### src/rtl/pla_sweep_pkg.sv
// Shared definitions for the PLA truth-table sweeper.
//   sweep_state_e : sweep controller states (IDLE / SWEEP / DRAIN)
//   MISR_POLY     : feedback polynomial for the optional signature register;
//                   the low WORD_W bits are used
//   num_words()   : number of truth-table words for a 2^n_in sweep
package pla_sweep_pkg;

  typedef enum logic [1:0] {
    IDLE  = 2'd0,
    SWEEP = 2'd1,
    DRAIN = 2'd2
  } sweep_state_e;

  localparam logic [63:0] MISR_POLY = 64'h42F0_E1EB_A9EA_3693;

  function automatic int num_words(input int n_in, input int word_w);
    return (1 << n_in) / word_w;
  endfunction

endpackage

### src/rtl/pla_tt_packer.sv
// Shift-in truth-table packer with a one-word output holding register.
// Captured result bits are placed at increasing bit positions. A full
// word moves into the holding register, which drives the valid/ready
// stream. The stall output tells the vector issuer when one more issued
// vector could not be absorbed.
// Ports:
//   clk, rst_n        clock, asynchronous active-low reset
//   clear             restart packing at word 0, bit 0 (new sweep)
//   in_valid, in_bit  one captured function output bit
//   inflight          number of issued vectors whose result is still pending
//   stall             hold off issuing the next vector
//   tt_data/tt_valid/tt_last/tt_ready  truth-table word stream
module pla_tt_packer #(
  parameter int WORD_W    = 32,
  parameter int NUM_WORDS = 8,
  parameter int IF_W      = 1
) (
  input  logic              clk,
  input  logic              rst_n,
  input  logic              clear,
  input  logic              in_valid,
  input  logic              in_bit,
  input  logic [IF_W-1:0]   inflight,
  output logic              stall,
  output logic [WORD_W-1:0] tt_data,
  output logic              tt_valid,
  output logic              tt_last,
  input  logic              tt_ready
);

  localparam int IDX_W = $clog2(WORD_W);
  localparam int PC_W  = IDX_W + 1;
  localparam int WC_W  = (NUM_WORDS > 1) ? $clog2(NUM_WORDS) : 1;

  logic [WORD_W-1:0] pack_q, pack_d;
  logic [PC_W-1:0]   pack_cnt_q, pack_cnt_d;
  logic [WC_W-1:0]   word_cnt_q, word_cnt_d;
  logic              hold_valid_q, hold_valid_d;
  logic [WORD_W-1:0] hold_data_q, hold_data_d;
  logic              hold_last_q, hold_last_d;

  logic              pack_full;
  logic              move;
  logic [31:0]       credit;
  logic [PC_W-1:0]   base_cnt;
  logic [WORD_W-1:0] base_word;

  // Kept out of the packing always_comb so that stall never appears to
  // depend on in_valid (in_valid is derived from stall when DUT_LAT is 0).
  assign pack_full = (pack_cnt_q == PC_W'(WORD_W));
  assign move      = pack_full && (!hold_valid_q || tt_ready);
  // Bits already in the packer plus bits still in flight must leave room
  // for one more vector whenever the holding register cannot drain.
  assign credit    = 32'(pack_cnt_q) + 32'(inflight);
  assign stall     = hold_valid_q && !tt_ready && (credit >= 32'(WORD_W));

  assign tt_data  = hold_data_q;
  assign tt_valid = hold_valid_q;
  assign tt_last  = hold_last_q;

  always_comb begin
    hold_valid_d = hold_valid_q;
    hold_data_d  = hold_data_q;
    hold_last_d  = hold_last_q;
    word_cnt_d   = word_cnt_q;
    base_cnt     = pack_cnt_q;
    base_word    = pack_q;

    if (hold_valid_q && tt_ready) begin
      hold_valid_d = 1'b0;
    end

    if (move) begin
      hold_valid_d = 1'b1;
      hold_data_d  = pack_q;
      hold_last_d  = (word_cnt_q == WC_W'(NUM_WORDS - 1));
      word_cnt_d   = (word_cnt_q == WC_W'(NUM_WORDS - 1)) ? '0 : word_cnt_q + WC_W'(1);
      base_cnt     = '0;
      base_word    = '0;
    end

    // An arriving bit lands behind whatever survives the move above, so
    // the bit of the cycle a word leaves becomes bit 0 of the next word.
    pack_d     = base_word;
    pack_cnt_d = base_cnt;
    if (in_valid) begin
      pack_d[base_cnt[IDX_W-1:0]] = in_bit;
      pack_cnt_d                  = base_cnt + PC_W'(1);
    end

    if (clear) begin
      pack_d     = '0;
      pack_cnt_d = '0;
      word_cnt_d = '0;
    end
  end

  always_ff @(posedge clk or negedge rst_n) begin
    if (!rst_n) begin
      pack_q       <= '0;
      pack_cnt_q   <= '0;
      word_cnt_q   <= '0;
      hold_valid_q <= 1'b0;
      hold_data_q  <= '0;
      hold_last_q  <= 1'b0;
    end else begin
      pack_q       <= pack_d;
      pack_cnt_q   <= pack_cnt_d;
      word_cnt_q   <= word_cnt_d;
      hold_valid_q <= hold_valid_d;
      hold_data_q  <= hold_data_d;
      hold_last_q  <= hold_last_d;
    end
  end

endmodule

### src/rtl/pla_truth_table_sweeper.sv
// Truth-table sweeper for a single-output logic function of N_IN inputs.
// On start it drives every input vector 0..2^N_IN-1 on x_out, captures y_in
// DUT_LAT cycles later, packs the results into WORD_W-bit words streamed
// over valid/ready, and counts the ones of the function.
// Ports:
//   clk, rst_n                 clock, asynchronous active-low reset
//   start                      begin a sweep (ignored while busy)
//   busy, done                 sweep in progress / last word accepted pulse
//   x_out, y_in                function input vector / function output
//   tt_data/tt_valid/tt_ready/tt_last  truth-table word stream
//   ones_cnt                   number of input vectors with y = 1
//   misr_sig                   word signature, only with PLA_SWEEP_MISR_EN
// Optional feature macro: PLA_SWEEP_MISR_EN adds the misr_sig output.
module pla_truth_table_sweeper
  import pla_sweep_pkg::*;
#(
  parameter int N_IN    = 8,
  parameter int WORD_W  = 32,
  parameter int DUT_LAT = 0
) (
  input  logic              clk,
  input  logic              rst_n,
  input  logic              start,
  output logic              busy,
  output logic              done,
  output logic [N_IN-1:0]   x_out,
  input  logic              y_in,
  output logic [WORD_W-1:0] tt_data,
  output logic              tt_valid,
  input  logic              tt_ready,
  output logic              tt_last,
  output logic [N_IN:0]     ones_cnt
`ifdef PLA_SWEEP_MISR_EN
  ,
  output logic [WORD_W-1:0] misr_sig
`endif
);

  localparam int NUM_WORDS = num_words(N_IN, WORD_W);
  localparam int IF_W      = $clog2(DUT_LAT + 2);
  localparam int OC_W      = N_IN + 1;

  sweep_state_e      state_q, state_d;
  logic [N_IN-1:0]   x_q, x_d;
  logic [OC_W-1:0]   ones_q, ones_d;
  logic              start_acc;
  logic              issue;
  logic              stall;
  logic              cap_valid;
  logic [IF_W-1:0]   inflight;

  assign busy     = (state_q != IDLE);
  assign x_out    = x_q;
  assign ones_cnt = ones_q;
  assign issue    = (state_q == SWEEP) && !stall;

  // Valid tags follow each issued vector through the function's latency,
  // so y_in is only captured for real vectors and stalls become bubbles.
  generate
    if (DUT_LAT == 0) begin : g_no_lat
      assign cap_valid = issue;
      assign inflight  = '0;
    end else begin : g_lat
      logic [DUT_LAT-1:0] tag_q, tag_d;
      always_comb begin
        tag_d = DUT_LAT'({tag_q, issue});
      end
      always_ff @(posedge clk or negedge rst_n) begin
        if (!rst_n) begin
          tag_q <= '0;
        end else begin
          tag_q <= tag_d;
        end
      end
      assign cap_valid = tag_q[DUT_LAT-1];
      assign inflight  = IF_W'($countones(tag_q));
    end
  endgenerate

  pla_tt_packer #(
    .WORD_W   (WORD_W),
    .NUM_WORDS(NUM_WORDS),
    .IF_W     (IF_W)
  ) u_packer (
    .clk     (clk),
    .rst_n   (rst_n),
    .clear   (start_acc),
    .in_valid(cap_valid),
    .in_bit  (y_in),
    .inflight(inflight),
    .stall   (stall),
    .tt_data (tt_data),
    .tt_valid(tt_valid),
    .tt_last (tt_last),
    .tt_ready(tt_ready)
  );

  // Sweep control: the vector counter wraps to 0 after the final vector,
  // which leaves x_out at 0 through DRAIN and IDLE.
  always_comb begin
    state_d   = state_q;
    x_d       = x_q;
    ones_d    = ones_q;
    start_acc = 1'b0;
    done      = 1'b0;

    case (state_q)
      IDLE: begin
        x_d = '0;
        if (start) begin
          start_acc = 1'b1;
          state_d   = SWEEP;
        end
      end
      SWEEP: begin
        if (issue) begin
          x_d = x_q + N_IN'(1);
          if (x_q == '1) begin
            state_d = DRAIN;
          end
        end
      end
      DRAIN: begin
        if (tt_valid && tt_ready && tt_last) begin
          done    = 1'b1;
          state_d = IDLE;
        end
      end
      default: begin
        state_d = IDLE;
      end
    endcase

    if (cap_valid && y_in) begin
      ones_d = ones_q + OC_W'(1);
    end
    if (start_acc) begin
      ones_d = '0;
    end
  end

  always_ff @(posedge clk or negedge rst_n) begin
    if (!rst_n) begin
      state_q <= IDLE;
      x_q     <= '0;
      ones_q  <= '0;
    end else begin
      state_q <= state_d;
      x_q     <= x_d;
      ones_q  <= ones_d;
    end
  end

`ifdef PLA_SWEEP_MISR_EN
  localparam logic [WORD_W-1:0] POLY = MISR_POLY[WORD_W-1:0];

  logic [WORD_W-1:0] misr_q, misr_d;

  // Galois-style MISR: shift, fold the polynomial on carry-out, and mix in
  // each word as it is accepted downstream.
  always_comb begin
    misr_d = misr_q;
    if (start_acc) begin
      misr_d = '1;
    end else if (tt_valid && tt_ready) begin
      misr_d = {misr_q[WORD_W-2:0], 1'b0} ^ (misr_q[WORD_W-1] ? POLY : '0) ^ tt_data;
    end
  end

  always_ff @(posedge clk or negedge rst_n) begin
    if (!rst_n) begin
      misr_q <= '0;
    end else begin
      misr_q <= misr_d;
    end
  end

  assign misr_sig = misr_q;
`endif

endmodule

### config.mk
export PLATFORM = sky130hd
export DESIGN_NAME = pla_truth_table_sweeper
export DESIGN_NICKNAME = d
export VERILOG_FILES = /design/src/rtl/pla_sweep_pkg.sv /design/src/rtl/pla_tt_packer.sv /design/src/rtl/pla_truth_table_sweeper.sv
export SDC_FILE = /design/constraint.sdc
export NUM_CORES = 1
export LEC_CHECK = 0
export ABC_AREA = 0
export CAP_MARGIN = 20
export CORE_ASPECT_RATIO = 1.75
export CORE_MARGIN = 2
export CORE_UTILIZATION = 45
export CTS_BUF_LIST = sky130_fd_sc_hd__clkbuf_8
export DETAILED_ROUTE_END_ITERATION = 10
export GPL_TIMING_DRIVEN = 0
export PLACE_DENSITY_LB_ADDON = 0.2
export SYNTH_ARGS = -nofsm -noshare
export SYNTH_HDL_FRONTEND = slang
export SYNTH_SLANG_ARGS = --single-unit
### constraint.sdc
create_clock -name clk -period 1.85 [get_ports clk]
set_clock_uncertainty 0.05 [all_clocks]
set_input_delay 0.37 -clock clk [delete_from_list [all_inputs] [get_ports clk]]
set_output_delay 0.37 -clock clk [all_outputs]
set_load 0.05 [all_outputs]
==> flow_summary.toml <==
[critical_path]
cp-start-kind = "flip-flop"
path_class = "flip-flop to flip-flop"
cpPeakStageDelay_ns = 0.56
worstPathMaxFanout = 8
cp-startpoint = "u_packer.pack_cnt_q[5]"
worst_path_max_delay_cell = "or4_1"
crit_cells = 5
path_cells = "and3b_1 -> buf_2 -> or4_1 -> nand4_1 -> o21ai_0"
cp.arrival_ns = 1.99
cpLargestDelayFamily = "simple AND/OR/NAND/NOR gates"
worstPathRequired_ns = 2.04
reg2regPathDepth = 5
reg2reg_to = "u_packer.pack_cnt_q[5]"
path_buf_inv = 1
r2r_start = "u_packer.pack_cnt_q[5]"
crit_end = "u_packer.pack_cnt_q[5]"
ff2ff_setup_slack_ns = 0.05
endpoint_kind = "flip-flop"

[power]
powerDensity_nw_per_um2 = 1150
p_seq_frac = 0.413
p_clk_frac = 0.251
ir_drop_mv = 1.10
intPower_mw = 3.92
sw_frac_of_total = 0.370
combPwrFrac = 0.336
power.total_mw = 6.23
p_sw_mw = 2.31
power_leakage_nw = 3.00

[yosys]
synth_nets = 468
postSynthCellCount = 455
yosysUniqueCellTypes = 40
synth_top_area_frac = 0.544
ys_seq_area_frac = 0.544
synth_seq_cells = 94
ys_async_sr_fraction = 1.00
synth_top_cell_by_area = "dfrtp_1"
synth_area_leaders = "dfrtp_1 (54%), nand2_1 (14%), mux2i_1 (7.9%), nand3_1 (3.9%), ha_1 (2.3%)"
syn_area_per_cell_um2 = 9.50
ys.flop_type = "dfrtp_1"
synth_edf_count = 0
synth.cell_area_um2 = 4320
yosys_warnings = 0

[floorplanning]
fp-row-count = 47
dieArea_um2 = 10400
fp.coreArea_um2 = 9410
die_x_um = 78.1
io_pins = 58
fp.dieH_um = 134
start_util = 0.459

[clocking]
clk_pin_slew_ns = 0.09
clkLatencyLatePin_ns = 0.36
htreeDepth = 3
numClockSinks = 94
ctsLongestPathBuffers = 2
cts_tree = "yes"
cts_buffers = 9
cts-root-buf = "clkbuf_8"

[final_layout]
fin_cells = 661
syn2layout_area_growth_pct = 25.2
final_layout_size_suffix_gt1_frac = 0.122
layout_common_cells = "nand2_1 (163), dfrtp_1 (91), dlygate4sd2_1 (50)"
n_fill_cell = 898
final_common_cell = "nand2_1"
n_antenna_cell = 0
finalNetCount = 547
design_area_um2 = 5410

[sta]
relSlewSlack = 0.647
post-route-period-util = 0.972
worst_pin_slew_ns = 0.532
rsz0062_at_grt = "true"
period_needed_ns = 1.80
fmax_mhz = 556
hold_violations = 0
drv_slew = 0
setup_viol = 0

[global_routing]
gr-usage-all-layers = 0.196
antenna_found_initial = 0
grt_max_degree = 73
grt_pass1_wl_um = 16200
overflow = 0
grt_pass1_vias = 3382

[place]
place_hpwl_um = 6730
gp_congestion = 0.781
placed_area_um2 = 5080
post-place-cells = 635
portBuffers = 57

[route]
drt_first_iter_violations = 197
drc = 0
finalWirelength_um = 9630
final_antenna_net_count = 0
route.detailed.wl_per_inst_um = 14.6
viasPerCell = 5.13
vias = 3393
first_pass_iters = 4

[flow_run]
cap_violations = 0

[worst_hold_path]
hold_depth = 3
hp-class = "primary input to flip-flop"

[status]
run_status = "finished, final reports clean"
-- state kept, by name (all words and copies together) (netlist names) --
signal	cells
ones_cnt	9
state_q	2
u_packer.pack_cnt_q	6
u_packer.pack_q	32
u_packer.tt_data	32
u_packer.tt_last	1
u_packer.tt_valid	1
u_packer.word_cnt_q	3
x_out	8
-- synth_stat cells, types with 2 or more instances --
library cell / number
and3_1: 5
or4b_1: 2
xnor2_1: 5
dfrtp_1: 94
or3_1: 2
o41ai_1: 3
nor2_1: 9
buf_2: 15
mux2i_1: 34
clkbuf_1: 12
nand4_1: 3
nand3_1: 34
nor3b_1: 3
a21o_1: 2
a21oi_1: 9
nand2_1: 163
ha_1: 8
nand3b_1: 2
and3b_1: 4
nor3_1: 7
nand2b_1: 4
o21ai_0: 13
inv_1: 5
-- worst register-to-register path, stage by stage, from the launching register on --
cell     delay, ns
dfrtp_1       0.49
and3b_1       0.22
buf_2         0.16
or4_1         0.56
nand4_1       0.11
o21ai_0       0.09
-- how the worst min path moves through the flow --
stage | end | slack [ns] | startpoint
3_3_place_gp | u_packer.tt_data[19] | 0.40 | u_packer.pack_q[19]
3_5_place_dp | ones_cnt[8] | 0.24 | rst_n
4_1_cts | u_packer.tt_data[0] | 0.38 | rst_n
6_report | state_q[1] | 0.38 | tt_ready
2_1_floorplan | ones_cnt[0] | 0.02 | rst_n
5_1_grt | u_packer.tt_data[0] | 0.40 | rst_n
-- metrics by stage --
stage	hold WS (ns)	setup TNS, ns	worst slack (ns)	util
2_1_floorplan	0.0244	0	0.0295	-
3_3_place_gp	0.400	-313.69	-3.38	0.537
3_5_place_dp	0.241	-28.37	-0.563	0.539
4_1_cts	0.381	-0.0278	-0.0278	0.561
5_1_grt	0.397	-0.0660	-0.0231	0.575
6_report	0.379	0	0.0522	0.575
-- power groups by stage --
stage	combinational [mW]	clock [mW]	sequential, mW
floorplan	1.05	0	2.90
global placement	1.89	0	2.62
detailed placement	1.94	0	2.62
CTS	1.92	1.60	2.59
global route	2.32	1.68	2.62
finish	2.09	1.56	2.58
-- per-layer routing --
layer  up-vias  track usage  share of wire
li1       1677            -              -
met1      1642        0.236           0.41
met2        60        0.346           0.54
met3        14       0.0305          0.029
met4         0       0.0838          0.021
met5         -            0              0
-- cells by family (layout without fill, tap and decap cells) --
family	after synthesis	in the layout	share of synthesized area
compound gates	32	32	0.0443
xor+xnor	6	6	0.0122
fa+ha+maj	8	8	0.0232
buf+inv	32	116	0.0321
flops	94	94	0.544
mux	34	34	0.0787
simple gates	249	249	0.265
-- layout make-up --
cell class / count / area, um2 / share of cell area
Buffer: 27 / 165 / 0.0305
Clock buffer: 11 / 151 / 0.0280
Clock inverter: 5 / 81.3 / 0.0150
Inverter: 5 / 18.8 / 0.00347
Multi-Input combinational cell: 329 / 1880 / 0.347
Sequential cell: 94 / 2360 / 0.435
Tap cell: 122 / 153 / 0.0282
Timing Repair Buffer: 68 / 609 / 0.113
-- timing repair --
item / CTS / global route
endpoints found under the hold margin: 22 / 0
setup endpoints to repair: 97 / 74
pin swaps: 1 / 4
setup buffers: 1 / 8
hold buffers: 1 / 0
resized for setup: 70 / 33
Note: power is estimated with default switching activity, not from simulation.
